===== config.mk =====
export PLATFORM = sky130hd
export DESIGN_NAME = dmem_axi_ctrl
export DESIGN_NICKNAME = d
export VERILOG_FILES = /design/src/rtl/dmem_axi_ctrl_pkg.sv /design/src/rtl/lsu_align.sv /design/src/rtl/dmem_axi_ctrl.sv
export SDC_FILE = /design/constraint.sdc
export NUM_CORES = 1
export LEC_CHECK = 0
export ABC_CLOCK_PERIOD_IN_PS = 2700
export BUFFER_PORTS_ARGS = -buffer_cell sky130_fd_sc_hd__buf_2
export CAP_MARGIN = 20
export CORE_AREA = 2 2 121 123
export DETAILED_ROUTE_END_ITERATION = 16
export DIE_AREA = 0 0 123 125
export GPL_ROUTABILITY_DRIVEN = 0
export PLACE_DENSITY = 0.73
export SETUP_SLACK_MARGIN = 0.5
export SLEW_MARGIN = 30
export SYNTH_ARGS = -nofsm -noshare
export SYNTH_HDL_FRONTEND = slang
export SYNTH_SLANG_ARGS = --single-unit

===== constraint.sdc =====
create_clock -name clk -period 2.7 [get_ports clk]
set_clock_uncertainty 0.15 [all_clocks]
set_input_delay 0.135 -clock clk [delete_from_list [all_inputs] [get_ports clk]]
set_output_delay 0.135 -clock clk [all_outputs]
set_load 0.1 [all_outputs]

===== src/rtl/dmem_axi_ctrl_pkg.sv =====
// Shared types and constants for the data-memory AXI4-Lite controller:
// widths, funct3 encodings, AXI response codes and FSM states.
package dmem_axi_ctrl_pkg;

  localparam int XLEN          = 32;
  localparam int AXI_ADDR_BITS = 32;
  localparam int AXI_DATA_BITS = 32;
  localparam int STRB_BITS     = AXI_DATA_BITS / 8;

  typedef enum logic [2:0] {
    F3_B  = 3'b000,
    F3_H  = 3'b001,
    F3_W  = 3'b010,
    F3_BU = 3'b100,
    F3_HU = 3'b101
  } funct3_e;

  localparam logic [1:0] RESP_OKAY   = 2'b00;
  localparam logic [1:0] RESP_EXOKAY = 2'b01;
  localparam logic [1:0] RESP_SLVERR = 2'b10;
  localparam logic [1:0] RESP_DECERR = 2'b11;

  typedef enum logic [2:0] {
    S_IDLE,
    S_RD_ADDR,
    S_RD_DATA,
    S_WR_REQ,
    S_WR_RESP,
    S_DONE
  } state_e;

  typedef enum logic [1:0] {
    SZ_B,
    SZ_H,
    SZ_W
  } size_e;

  // Unsigned encodings only exist for loads; anything unrecognised is a word.
  function automatic size_e access_size(input logic store, input logic [2:0] funct3);
    size_e sz;
    sz = SZ_W;
    case (funct3)
      F3_B:    sz = SZ_B;
      F3_H:    sz = SZ_H;
      F3_BU:   sz = store ? SZ_W : SZ_B;
      F3_HU:   sz = store ? SZ_W : SZ_H;
      default: sz = SZ_W;
    endcase
    return sz;
  endfunction

endpackage


===== src/rtl/lsu_align.sv =====
// Combinational lane handling: write strobes, store-data replication,
// load byte/halfword extraction with sign/zero extension, misalignment.
module lsu_align
  import dmem_axi_ctrl_pkg::*;
(
  input  logic                 store,
  input  logic [1:0]           addr_lo,
  input  logic [2:0]           funct3,
  input  logic [XLEN-1:0]      wdata,
  input  logic [XLEN-1:0]      rdata,
  output logic [STRB_BITS-1:0] wstrb,
  output logic [XLEN-1:0]      wdata_rep,
  output logic [XLEN-1:0]      rdata_ext,
  output logic                 misaligned
);

  size_e       size;
  logic        load_signed;
  logic [7:0]  byte_sel;
  logic [15:0] half_sel;

  assign size        = access_size(store, funct3);
  assign load_signed = ~funct3[2];
  assign byte_sel    = rdata[{addr_lo, 3'b000} +: 8];
  assign half_sel    = addr_lo[1] ? rdata[31:16] : rdata[15:0];

  always_comb begin
    wstrb      = 4'b1111;
    rdata_ext  = rdata;
    misaligned = 1'b0;
    case (size)
      SZ_B: begin
        wstrb     = 4'b0001 << addr_lo;
        rdata_ext = {{24{load_signed & byte_sel[7]}}, byte_sel};
      end
      SZ_H: begin
        wstrb      = 4'b0011 << {addr_lo[1], 1'b0};
        rdata_ext  = {{16{load_signed & half_sel[15]}}, half_sel};
        misaligned = addr_lo[0];
      end
      default: misaligned = |addr_lo;
    endcase
  end

  // Each byte lane carries the low byte, the matching halfword byte, or its own byte.
  generate
    for (genvar gi = 0; gi < STRB_BITS; gi++) begin : g_lane
      assign wdata_rep[gi*8 +: 8] = (size == SZ_B) ? wdata[7:0] :
                                    (size == SZ_H) ? wdata[(gi%2)*8 +: 8] :
                                                     wdata[gi*8 +: 8];
    end
  endgenerate

endmodule


===== src/rtl/dmem_axi_ctrl.sv =====
// MEM-stage load/store unit bridging one pipeline access at a time onto an
// AXI4-Lite master port; stalls the pipeline until the access completes.
module dmem_axi_ctrl #(
  parameter int XLEN          = dmem_axi_ctrl_pkg::XLEN,
  parameter int AXI_ADDR_BITS = dmem_axi_ctrl_pkg::AXI_ADDR_BITS,
  parameter int AXI_DATA_BITS = dmem_axi_ctrl_pkg::AXI_DATA_BITS
) (
  input  logic                       clk,
  input  logic                       rst_n,
  input  logic                       mem_ren_i,
  input  logic                       mem_wen_i,
  input  logic [XLEN-1:0]            mem_addr_i,
  input  logic [XLEN-1:0]            mem_wdata_i,
  input  logic [2:0]                 mem_funct3_i,
  output logic                       mem_stall_o,
  output logic [XLEN-1:0]            mem_rdata_o,
  output logic                       mem_rvalid_o,
  output logic                       mem_err_o,
  output logic [AXI_ADDR_BITS-1:0]   araddr_o,
  output logic                       arvalid_o,
  input  logic                       arready_i,
  input  logic [AXI_DATA_BITS-1:0]   rdata_i,
  input  logic [1:0]                 rresp_i,
  input  logic                       rvalid_i,
  output logic                       rready_o,
  output logic [AXI_ADDR_BITS-1:0]   awaddr_o,
  output logic                       awvalid_o,
  input  logic                       awready_i,
  output logic [AXI_DATA_BITS-1:0]   wdata_o,
  output logic [AXI_DATA_BITS/8-1:0] wstrb_o,
  output logic                       wvalid_o,
  input  logic                       wready_i,
  input  logic [1:0]                 bresp_i,
  input  logic                       bvalid_i,
  output logic                       bready_o
);

  import dmem_axi_ctrl_pkg::*;

  state_e                     state_reg;
  logic [XLEN-1:0]            addr_reg;
  logic [2:0]                 funct3_reg;
  logic                       store_reg;

  logic                       is_idle;
  logic                       req;
  logic                       sel_store;
  logic [1:0]                 sel_addr_lo;
  logic [2:0]                 sel_funct3;
  logic [AXI_DATA_BITS/8-1:0] align_wstrb;
  logic [XLEN-1:0]            align_wdata;
  logic [XLEN-1:0]            align_rdata;
  logic                       misaligned;
  logic                       aw_hs;
  logic                       w_hs;

  assign is_idle = (state_reg == S_IDLE);
  assign req     = mem_ren_i | mem_wen_i;

  assign mem_stall_o = is_idle ? req : (state_reg != S_DONE);

  assign araddr_o = {addr_reg[AXI_ADDR_BITS-1:2], 2'b00};
  assign awaddr_o = {addr_reg[AXI_ADDR_BITS-1:2], 2'b00};

  // The aligner looks at the live request in IDLE (to decide misalignment and
  // prepare W data), and at the latched request afterwards (for load extraction).
  assign sel_store   = is_idle ? mem_wen_i         : store_reg;
  assign sel_addr_lo = is_idle ? mem_addr_i[1:0]   : addr_reg[1:0];
  assign sel_funct3  = is_idle ? mem_funct3_i      : funct3_reg;

  lsu_align u_align (
    .store      (sel_store),
    .addr_lo    (sel_addr_lo),
    .funct3     (sel_funct3),
    .wdata      (mem_wdata_i),
    .rdata      (rdata_i),
    .wstrb      (align_wstrb),
    .wdata_rep  (align_wdata),
    .rdata_ext  (align_rdata),
    .misaligned (misaligned)
  );

  assign aw_hs = awvalid_o & awready_i;
  assign w_hs  = wvalid_o & wready_i;

  always_ff @(posedge clk or negedge rst_n) begin
    if (!rst_n) begin
      state_reg    <= S_IDLE;
      addr_reg     <= '0;
      funct3_reg   <= '0;
      store_reg    <= 1'b0;
      arvalid_o    <= 1'b0;
      rready_o     <= 1'b0;
      awvalid_o    <= 1'b0;
      wvalid_o     <= 1'b0;
      bready_o     <= 1'b0;
      wdata_o      <= '0;
      wstrb_o      <= '0;
      mem_rdata_o  <= '0;
      mem_rvalid_o <= 1'b0;
      mem_err_o    <= 1'b0;
    end else begin
      case (state_reg)
        S_IDLE: begin
          if (req) begin
            addr_reg   <= mem_addr_i;
            funct3_reg <= mem_funct3_i;
            store_reg  <= mem_wen_i;
            if (misaligned) begin
              mem_err_o <= 1'b1;
              state_reg <= S_DONE;
            end else if (mem_wen_i) begin
              wdata_o   <= align_wdata;
              wstrb_o   <= align_wstrb;
              awvalid_o <= 1'b1;
              wvalid_o  <= 1'b1;
              state_reg <= S_WR_REQ;
            end else begin
              arvalid_o <= 1'b1;
              state_reg <= S_RD_ADDR;
            end
          end
        end
        S_RD_ADDR: begin
          if (arready_i) begin
            arvalid_o <= 1'b0;
            rready_o  <= 1'b1;
            state_reg <= S_RD_DATA;
          end
        end
        S_RD_DATA: begin
          if (rvalid_i) begin
            rready_o     <= 1'b0;
            mem_rdata_o  <= align_rdata;
            mem_rvalid_o <= 1'b1;
            mem_err_o    <= (rresp_i != RESP_OKAY);
            state_reg    <= S_DONE;
          end
        end
        S_WR_REQ: begin
          if (aw_hs) awvalid_o <= 1'b0;
          if (w_hs)  wvalid_o  <= 1'b0;
          // A channel already handshaken has its valid low, so it counts as done.
          if ((aw_hs || !awvalid_o) && (w_hs || !wvalid_o)) begin
            bready_o  <= 1'b1;
            state_reg <= S_WR_RESP;
          end
        end
        S_WR_RESP: begin
          if (bvalid_i) begin
            bready_o  <= 1'b0;
            mem_err_o <= (bresp_i != RESP_OKAY);
            state_reg <= S_DONE;
          end
        end
        S_DONE: begin
          mem_rvalid_o <= 1'b0;
          mem_err_o    <= 1'b0;
          state_reg    <= S_IDLE;
        end
        default: state_reg <= S_IDLE;
      endcase
    end
  end

endmodule


# Word-level counts from Yosys, hierarchy flattened
# Cells that the tools add are included.
# op_classes
muxes	49
n_reduce_logical	28
order_cmp	0
n_mul	0
eq_ne	21
addsub	0
bitwise_logic	7
shifts	3
div_mod_pow	0
# op_table
op	n
$pmux W32 S2	1
$mux W8	5
$shiftx A32 B6 Y8	1
$reduce_and A5 Y1	5
$mux W3	7
$mux W1	20
$ne A2 B2 Y1 const B	9
$mux W16	1
$pmux W3 S5	1
$pmux W1 S2	7
$reduce_bool A2 Y1	7
$eq A3 B3 Y1 const B	4
$mux W2	4
$pmux W2 S4	1
$pmux W4 S2	1
$eq A3 B1 Y1 const B	2
$eq A3 B2 Y1 const B	2
$logic_not A3 Y1	2
$reduce_and A2 Y1	3
$reduce_and A3 Y1	2
$and A1 B1 Y1	4
$ne A2 B1 Y1 const B	2
$pmux W1 S4	1
$reduce_and A4 Y1	1
other kinds (12)	15
# word_totals
ff_bits	114
ram_bits	0
output_inout_bits	140
latchBits	0
mem_bits_ro	0
memories	0
inputBits	112
word_cells	122

# Depth between registers and ports, before layout
# Gate-level depths: netlist of run 1.
# logic_depth
depth_word	9
ltp_mapped	8
mapped_depth_nobuf	5

# Cells and area by module
# Synthesis of run 1 repeated with hierarchy kept, for this count alone.
# unflattened
hier_cells	572
area_unflattened_um2	6344.8
# by_module_without_submodules
module	n_inst	cells_per_inst	seq_area_each_um2	area_per_inst_um2
dmem_axi_ctrl	1	365	2852.7	5121.2
lsu_align	1	207	0.0	1223.7

# Worst setup path after synthesis of run 1
# No wires, ideal clock.
# synth_path
kind	reg2reg
start	register state_reg[0]
end	register mem_rdata_o[2]
required_time_ns	2.418
setup_slack_ns	0.335
arrival_ns	2.083
path_stages_with_launch	8
n_path_buf	2
setup_ns	0.132
synth_period_minus_slack_ns	2.365
path_cell_list	dfrtp_1 > buf_4 > nor3_4 > mux2i_1 > buf_2 > mux4_2 > nand2_1 > a21oi_1
# synth_between
elab_chain_len	6
elab_cells_between_ends	18
classes_between	5 x eq/ne; 1 x shift; 8 x mux; 4 x reduce/logical
# synth_rtl
item	line_no	source
from (decl)	dmem_axi_ctrl.sv:40	state_e state_reg;
from (signal assigned)	dmem_axi_ctrl.sv:88	state_reg <= S_IDLE;
from (signal assigned)	dmem_axi_ctrl.sv:111	state_reg <= S_DONE;
from (signal assigned)	dmem_axi_ctrl.sv:117	state_reg <= S_WR_REQ;
branches (longest 6 deep; another with $shiftx A32 B6 Y8)	-	
to (signal assigned)	dmem_axi_ctrl.sv:134	mem_rdata_o <= align_rdata;
to (decl)	dmem_axi_ctrl.sv:16	output logic [XLEN-1:0] mem_rdata_o,
# Parallel ways; which one is timed is not known.
# A chain may end at the register's enable or synchronous reset.

# Worst setup path in the final report of run 1
# layout_path
start	register state_reg[0]
end	register wdata_o[10]
# layout_between
elab_chain_len	8
elab_cells_between_ends	18
classes_between	4 x eq/ne; 8 x mux; 1 x bitwise; 5 x reduce/logical
# layout_rtl
item	line_no	source
$logic_not A3 Y1 (*)	dmem_axi_ctrl.sv:57, dmem_axi_ctrl.sv:103	
$mux W3 or $mux W1 (tied branches)	dmem_axi_ctrl.sv:69, dmem_axi_ctrl.sv:67	
$eq A3 B3 Y1, or another cell as far along	dmem_axi_ctrl_pkg.sv:42	case (funct3)
$pmux W2 S4	dmem_axi_ctrl_pkg.sv:42	
$eq A2 B1 Y1 or $logic_not A2 Y1 (tied branches)	-	
$pmux W1 S2	lsu_align.sv:31	case (size)
$not A1 Y1 (no source line)	-	
$reduce_and A4 Y1 (no source line)	-	
to (signal assigned)	dmem_axi_ctrl.sv:113	wdata_o <= align_wdata;
to (decl)	dmem_axi_ctrl.sv:29	output logic [AXI_DATA_BITS-1:0] wdata_o,
# Every way passes the cells marked *; elsewhere a longest branch is shown, timed or not.

==> results_tabular.tex, run 1 <==
\begin{tabular}{lr}
\hline
Metric & Value \\
\hline
\multicolumn{2}{l}{\textbf{Outcome}} \\
\quad Outcome & finished clean \\
\multicolumn{2}{l}{\textbf{Job}} \\
\quad Max-cap check violation count & 0 \\
\multicolumn{2}{l}{\textbf{Global route}} \\
\quad Number of antenna violations at the first check in global routing & 0 \\
\quad Wire length of the first global-routing pass & 31.4 mm \\
\quad Via count of the first global-routing pass & 6130 \\
\quad Largest net degree at the start of global routing & 47 \\
\quad Total congestion overflow after global routing & 0 \\
\quad Tot GR Track Use & 26.4\% \\
\multicolumn{2}{l}{\textbf{Route}} \\
\quad Routed length per instance & 19.4 um \\
\quad Residual DRC & 0 \\
\quad 1st-pass router iterations & 5 \\
\quad First-iteration detailed-routing DRC count & 471 \\
\quad Final ANT Viol Nets & 0 \\
\quad Aggregate routed wire length & 22.0 mm \\
\quad Post-DR vias/cell & 5.45 \\
\quad DR vias & 6170 \\
\multicolumn{2}{l}{\textbf{Setup path}} \\
\quad Worst setup path category & reg -> reg \\
\quad Worst path arrival time & between 2 and 3 ns \\
\quad Crit-path slowest cell & sky130\_fd\_sc\_hd\_\_dfrtp\_1 \\
\quad CP Max Fanout & 6 \\
\quad Type of element launching the critical path & register \\
\quad Buf+Inv Stages, Crit Path & 2 \\
\quad Top cell family by delay on the critical path & multiplexers \\
\quad Endpoint type of the worst setup path & register \\
\quad Required time at the endpoint of the critical path & 2.85 ns \\
\quad Series of cell instances along the critical path & nor3\_4, mux2\_4, buf\_4, nor2\_4, buf\_12, mux2\_2, mux2\_4 \\
\quad Dominant cell type by count on the critical path & sky130\_fd\_sc\_hd\_\_mux2\_4 \\
\quad Largest stage delay on the critical path & about 0.43 ns \\
\multicolumn{2}{l}{\textbf{Synthesis}} \\
\quad Share of the synthesized area in the top cell type & 46.7\% \\
\quad Share of the yosys chip area belonging to registers & 46.7\% \\
\quad Gate count of the mapped netlist & 582 \\
\quad Mean instance size in the synthesized netlist & 10.5 um\^{}2 \\
\quad Post-synthesis register bit count & 114 \\
\quad Count of warnings emitted by yosys & 0 \\
\quad Ys flop type & sky130\_fd\_sc\_hd\_\_dfrtp\_1 \\
\quad Leading post-synthesis cells by cell area & sky130\_fd\_sc\_hd\_\_dfrtp\_1, sky130\_fd\_sc\_hd\_\_mux2\_2, sky130\_fd\_sc\_hd\_\_buf\_4 \\
\quad Distinct cell type count of the synthesized netlist & 58 \\
\quad Share of async-settable or async-resettable flops after synthesis & 100\% \\
\quad Most instantiated cells after synthesis & sky130\_fd\_sc\_hd\_\_dfrtp\_1, sky130\_fd\_sc\_hd\_\_nand2\_1, sky130\_fd\_sc\_hd\_\_mux2\_2 \\
\quad Syn Std Cell Area & $\sim$6100 um\^{}2 \\
\quad Cell with the most instances after synthesis & sky130\_fd\_sc\_hd\_\_dfrtp\_1 \\
\quad Cell accounting for the most synthesized area & sky130\_fd\_sc\_hd\_\_dfrtp\_1 \\
\quad Count of flip-flops with a built-in enable after synthesis & 0 \\
\multicolumn{2}{l}{\textbf{Final layout}} \\
\quad Layout filler cell count & 899 \\
\quad Post-layout nets & 1048 \\
\quad Sequential cell area & about 2900 um\^{}2 \\
\quad Synthesis-to-layout area growth & 63.1\% \\
\quad Count of inserted antenna diode cells & 0 \\
\quad Total area of multi-input combinational cells & 3070 um\^{}2 \\
\quad Share of cells above drive strength 1 & between 50 and 60\% \\
\quad Share of the core filled with cells in the final layout & 70.2\% \\
\multicolumn{2}{l}{\textbf{STA}} \\
\quad Pins Over Slew Limit & 0 \\
\quad Relative slew margins & 57.3\% \\
\quad Sum of negative setup slack & 0 ns \\
\quad Fin crit share & around nine tenths \\
\quad Final hold viol count & 0 \\
\quad Measured slew at the worst slew-check pin & 0.641 ns \\
\quad Final setup fails & 0 \\
\quad Maximum operating frequency & 407 MHz \\
\quad Setup repair after global routing missed its margin & yes \\
\quad Final min period & 2.46 ns \\
\multicolumn{2}{l}{\textbf{Clock network}} \\
\quad Clock buffer count from CTS & 17 \\
\quad Deepest level of the CTS H-tree & 4 \\
\quad TritonCTS clock tree & done \\
\quad Library cell used as clock root buffer & sky130\_fd\_sc\_hd\_\_clkbuf\_16 \\
\quad Clk\_lat worst skew & 0.42 ns \\
\quad Number of sinks on the clock net & around 110 \\
\quad Clock slew at reported path FFs & 0.06 ns \\
\quad Maximum clock path buffer count & 2 \\
\multicolumn{2}{l}{\textbf{Floorplanning}} \\
\quad Width of the die & approximately 120 um \\
\quad Starting density of the core & a little over two fifths \\
\quad Number of placement rows & 44 \\
\quad Die span in y & 125 um \\
\quad IO Pins & 252 \\
\quad Total core area & approximately 14000 um\^{}2 \\
\quad Die Footprint & 15400 um\^{}2 \\
\multicolumn{2}{l}{\textbf{Placement}} \\
\quad \# port buffers & 247 \\
\quad HPWL reported at the end of detailed placement & about 12 mm \\
\multicolumn{2}{l}{\textbf{Hold path}} \\
\quad Class of the worst hold path & in -> reg \\
\hline
\end{tabular}
## what timing repair did
| item | 4_1_cts | 5_1_grt |
|---|---|---|
| setup endpoints to repair | 72 | 106 |
| hold buffers | 106 | 0 |
| resized for setup | 61 | 72 |
| gates cloned | 4 | 3 |
| endpoints found under the hold margin | 148 | 0 |
| pin swaps | 20 | 27 |
| buffers inserted | 38 | 11 |
## logic make-up (layout without fill, tap and decap cells)
| family | Yosys count | in the layout | synth area share (%) |
|---|---|---|---|
| multiplexers | 92 | 92 | 18.1 |
| other | 1 | 4 | 0.0613 |
| AND/OR/NAND/NOR | 163 | 163 | 11.9 |
| flip-flops | 114 | 114 | 46.7 |
| buffers and inverters | 104 | 466 | 11.6 |
| AO/OA/AOI/OAI | 108 | 109 | 11.7 |
## final cells by class
cell class | count | share of cell area (%)
flip-flops and latches | 114 | 28.6
repair buffers | 429 | 31.9
clock buffers | 22 | 4.86
clock inverters | 9 | 1.29
multi-input cells | 368 | 30.8
inverters | 6 | 0.226
well taps | 184 | 2.31
## worst min-delay path, delay by kind of cell
family / cells / cell delay [ns]
AOI/OAI and AO/OA: 1 / 0.15
muxes: 1 / 0.15
buffers and inverters: 1 / 0.08
and+or+nand+nor: 1 / 0.04
## placed cells by master (no fill, tap or decap), types with 6 or more instances in the layout
cell type / instances
sky130_fd_sc_hd__buf_12: 10
sky130_fd_sc_hd__a21oi_1: 39
sky130_fd_sc_hd__dfrtp_1: 112
sky130_fd_sc_hd__nor2_1: 46
sky130_fd_sc_hd__inv_1: 6
sky130_fd_sc_hd__clkbuf_16: 18
sky130_fd_sc_hd__a31oi_1: 9
sky130_fd_sc_hd__mux2_4: 37
sky130_fd_sc_hd__mux4_2: 6
sky130_fd_sc_hd__buf_6: 21
sky130_fd_sc_hd__buf_2: 246
sky130_fd_sc_hd__nand2_1: 76
sky130_fd_sc_hd__mux2_2: 42
sky130_fd_sc_hd__a21oi_2: 9
sky130_fd_sc_hd__a221oi_2: 11
sky130_fd_sc_hd__dlygate4sd3_1: 106
sky130_fd_sc_hd__nand2_2: 6
sky130_fd_sc_hd__buf_4: 38
## path summary, 6_finish.rpt
check	slack [ns]	startpoint	cells past startpoint	endpoint
setup / recovery	0.24	state_reg[0]$_DFFE_PN0P_	7	wdata_o[10]$_DFFE_PN0P_
hold / removal	0.01	mem_wdata_i[30]	4	wdata_o[30]$_DFFE_PN0P_
setup reg to reg	0.24	state_reg[0]$_DFFE_PN0P_	7	wdata_o[10]$_DFFE_PN0P_
hold reg to reg	0.36	wdata_o[19]$_DFFE_PN0P_	1	wdata_o[19]$_DFFE_PN0P_
max in group asynchronous	1.42	rst_n	3	addr_reg[10]$_DFFE_PN0P_
min in group asynchronous	0.13	rst_n	2	wdata_o[13]$_DFFE_PN0P_
## metrics by stage
stage / hold slack [ns] / setup slack (ns) / instances / instance area, um^2
global placement: 0.0419 / 0.228 / 939 / 7150
finish: 0.0113 / 0.244 / 1132 / 9970
floorplan: -0.311 / 0.367 / 585 / 6170
detailed placement: 0.0458 / 0.178 / 939 / 7150
global route: 0.0143 / 0.153 / 1132 / 9970
CTS: 0.00398 / 0.342 / 1118 / 9540
## layer usage
layer	track usage (%)	part of all wire, %
met1	30.4	37
met2	44.7	51
met3	8.58	8.9
met4	11.0	3.1
met5	0	0
Power of run 1 is not shown: default switching activity piles up to over one toggle a cycle in this logic, so the estimate is an artifact.
==> run 2, diff against run 1 <==
--- a/config.mk
+++ b/config.mk
@@ -8,11 +8,13 @@
 export ABC_CLOCK_PERIOD_IN_PS = 2700
 export BUFFER_PORTS_ARGS = -buffer_cell sky130_fd_sc_hd__buf_2
 export CAP_MARGIN = 20
-export CORE_AREA = 2 2 121 123
+export CELL_PAD_IN_SITES_DETAIL_PLACEMENT = 1
+export CELL_PAD_IN_SITES_GLOBAL_PLACEMENT = 1
+export CORE_AREA = 2 2 134 136
 export DETAILED_ROUTE_END_ITERATION = 16
-export DIE_AREA = 0 0 123 125
+export DIE_AREA = 0 0 136 138
 export GPL_ROUTABILITY_DRIVEN = 0
-export PLACE_DENSITY = 0.73
+export PLACE_DENSITY_LB_ADDON = 0.1
 export SETUP_SLACK_MARGIN = 0.5
 export SLEW_MARGIN = 30
 export SYNTH_ARGS = -nofsm -noshare
==> run 2 against run 1 <==
  * Cell count grew 3.4%
  * Worst setup slack better by 0.029 ns
  * Global-route usage fell by 3.6 points
  * Sequential share of layout area up 0.94 points
  * Clock-buffer cell count fell by 1
  * Routed wire length fell by 1.0%
  * Via count is 6.3% lower
  * Critical endpoint is now wdata_o[8]$_DFFE_PN0P_
  * Largest cell class unchanged
==> results_tabular.tex, run 2 (same netlist as run 1, synthesis figures left out) <==
\begin{tabular}{lr}
\hline
Metric & Value \\
\hline
\multicolumn{2}{l}{\textbf{Outcome}} \\
\quad Outcome & finished clean \\
\multicolumn{2}{l}{\textbf{STA}} \\
\quad Measured slew at the worst slew-check pin & 0.666 ns (+0.0253 ns) \\
\quad Maximum operating frequency & 412 MHz (+1.2\%) \\
\quad Final min period & 2.43 ns (-0.0289 ns) \\
\quad Final hold viol count & 0 (unchanged) \\
\quad Final setup fails & 0 (unchanged) \\
\quad Setup repair after global routing missed its margin & yes \\
\quad Pins Over Slew Limit & 0 (unchanged) \\
\quad Relative slew margins & 55.4\% (-1.8 points) \\
\quad Sum of negative setup slack & 0 ns (unchanged) \\
\quad Hold Slack & 0.0252 ns (+0.0139 ns) \\
\quad Fin crit share & 89.9\% (-1.1 points) \\
\multicolumn{2}{l}{\textbf{Clock network}} \\
\quad Clock buffer count from CTS & 17 (unchanged) \\
\quad Maximum clock path buffer count & 2 (unchanged) \\
\quad Number of sinks on the clock net & 114 (unchanged) \\
\quad Library cell used as clock root buffer & sky130\_fd\_sc\_hd\_\_clkbuf\_16 \\
\quad Clk\_lat worst skew & 0.41 ns (about the same) \\
\quad Clock slew at reported path FFs & 0.05 ns (about the same) \\
\quad TritonCTS clock tree & done \\
\quad Deepest level of the CTS H-tree & 4 (unchanged) \\
\multicolumn{2}{l}{\textbf{Route}} \\
\quad Routed length per instance & 18.6 um (-4.3\%) \\
\quad Residual DRC & 0 (unchanged) \\
\quad First-iteration detailed-routing DRC count & 144 (-69\%) \\
\quad Aggregate routed wire length & 21.8 mm (-1.0\%) \\
\quad Final ANT Viol Nets & 0 (unchanged) \\
\quad DR vias & 5784 (-6.3\%) \\
\quad 1st-pass router iterations & 5 (unchanged) \\
\quad Post-DR vias/cell & 4.94 (-9.4\%) \\
\multicolumn{2}{l}{\textbf{Setup path}} \\
\quad Type of element launching the critical path & register \\
\quad Worst path arrival time & 2.57 ns (-0.04 ns) \\
\quad CP Max Fanout & 4 (-2) \\
\quad Worst reg2reg path depth & 8 (+1) \\
\quad Required time at the endpoint of the critical path & 2.84 ns (about the same) \\
\quad Endpoint type of the worst setup path & register \\
\quad Worst setup path category & reg -> reg \\
\multicolumn{2}{l}{\textbf{Placement}} \\
\quad \# port buffers & 247 (unchanged) \\
\quad HPWL reported at the end of detailed placement & 13.5 mm (+16\%) \\
\multicolumn{2}{l}{\textbf{Global route}} \\
\quad Via count of the first global-routing pass & 6307 (+2.9\%) \\
\quad Largest net degree at the start of global routing & 47 (unchanged) \\
\quad Wire length of the first global-routing pass & 33.3 mm (+6.3\%) \\
\quad Tot GR Track Use & 22.7\% (-3.6 points) \\
\quad Number of antenna violations at the first check in global routing & 1 (+1) \\
\quad Total congestion overflow after global routing & 0 (unchanged) \\
\multicolumn{2}{l}{\textbf{Floorplanning}} \\
\quad Number of placement rows & 49 (+11\%) \\
\quad IO Pins & 252 (unchanged) \\
\quad Die Footprint & 18800 um\^{}2 (+22\%) \\
\quad Width of the die & 136 um (+11\%) \\
\quad Die span in y & 138 um (+10\%) \\
\quad Starting density of the core & 34.9\% (-8.2 points) \\
\quad Total core area & 17500 um\^{}2 (+23\%) \\
\multicolumn{2}{l}{\textbf{Final layout}} \\
\quad Most frequent cells in the layout & sky130\_fd\_sc\_hd\_\_buf\_2, sky130\_fd\_sc\_hd\_\_dfrtp\_1, sky130\_fd\_sc\_hd\_\_dlygate4sd3\_1, sky130\_fd\_sc\_hd\_\_nand2\_1, sky130\_fd\_sc\_hd\_\_mux2\_2 \\
\quad Leading cell type in the layout, fill and taps excluded & sky130\_fd\_sc\_hd\_\_buf\_2 \\
\quad Synthesis-to-layout area growth & 58.0\% \\
\quad Count of inserted antenna diode cells & 0 (unchanged) \\
\quad Share of cells above drive strength 1 & 50.1\% (-3.2 points) \\
\quad Post-layout nets & 1041 (-0.67\%) \\
\multicolumn{2}{l}{\textbf{Hold path}} \\
\quad Class of the worst hold path & in -> reg \\
\quad Cell depth of the worst hold path & 4 (unchanged) \\
\multicolumn{2}{l}{\textbf{Job}} \\
\quad Max-cap check violation count & 0 (unchanged) \\
\hline
\end{tabular}
## run 2: changes by cell type in the layout (fill, tap and decap cells not counted), moves of 6 or more
cell,change
sky130_fd_sc_hd__a21oi_2,-7
sky130_fd_sc_hd__mux2_4,-25
sky130_fd_sc_hd__a221oi_1,+8
sky130_fd_sc_hd__buf_4,+6
sky130_fd_sc_hd__mux2_2,+25
sky130_fd_sc_hd__buf_6,-12
sky130_fd_sc_hd__a21oi_1,+7
## run 2: final cells by class
type | count | area [um^2]
Clock inverter | 11 | 135
Tap cell | 229 | 287
Multi-Input combinational cell | 368 | 2780
Inverter | 6 | 22.5
Fill cell | 1952 | 7870
Sequential cell | 114 | 2860
Timing Repair Buffer | 422 | 3120
Clock buffer | 21 | 460
## run 2: repair_timing
action | CTS | global route
setup buffers | 17 | 21
cloned | 3 | 6
endpoints found under the setup margin | 104 | 73
hold buffers | 105 | 0
pin swaps | 8 | 10
gates resized for setup | 16 | 38
endpoints found under the hold margin | 216 | 0
## run 2: worst paths after layout
kind,start,to,slack [ns]
min in group asynchronous,rst_n,addr_reg[25]$_DFFE_PN0P_,0.14
worst min-delay path,mem_wdata_i[28],wdata_o[28]$_DFFE_PN0P_,0.03
max in group asynchronous,rst_n,addr_reg[10]$_DFFE_PN0P_,1.21
worst max register to register,state_reg[2]$_DFFE_PN0P_,wdata_o[8]$_DFFE_PN0P_,0.27
worst min register to register,wdata_o[18]$_DFFE_PN0P_,wdata_o[18]$_DFFE_PN0P_,0.36
worst max-delay path,state_reg[2]$_DFFE_PN0P_,wdata_o[8]$_DFFE_PN0P_,0.27
## run 2: layer usage
layer  GRT usage, %  part of all wire, %  vias to the layer above
li1               -                    -                     2674
met1           27.6                   41                     2899
met3           4.69                  4.7                       32
met5              0                0.037                        -
met4           7.84                  1.8                        2
met2           39.8                   52                      177
## run 2: per-stage QoR
step,instance area (um^2),cells,utilization (%),worst slack (ns)
6_report,9660,1171,55.1,0.272
5_1_grt,9660,1171,55.1,0.209
4_1_cts,9220,1144,52.6,0.352
3_5_place_dp,7250,987,41.4,0.0746
3_3_place_gp,7250,987,41.4,0.210
2_1_floorplan,6170,585,-,0.367
## run 2: worst max-delay path: stages, from the launching register on
cell                        delay [ns]
sky130_fd_sc_hd__dfrtp_2          0.43
sky130_fd_sc_hd__nor3_4           0.22
sky130_fd_sc_hd__buf_6            0.14
sky130_fd_sc_hd__mux2_4           0.34
sky130_fd_sc_hd__nor2_4           0.19
sky130_fd_sc_hd__buf_6            0.13
sky130_fd_sc_hd__clkbuf_16        0.14
sky130_fd_sc_hd__mux2_4           0.29
sky130_fd_sc_hd__mux2_4           0.27
Power of run 2 is left out for the same reason.
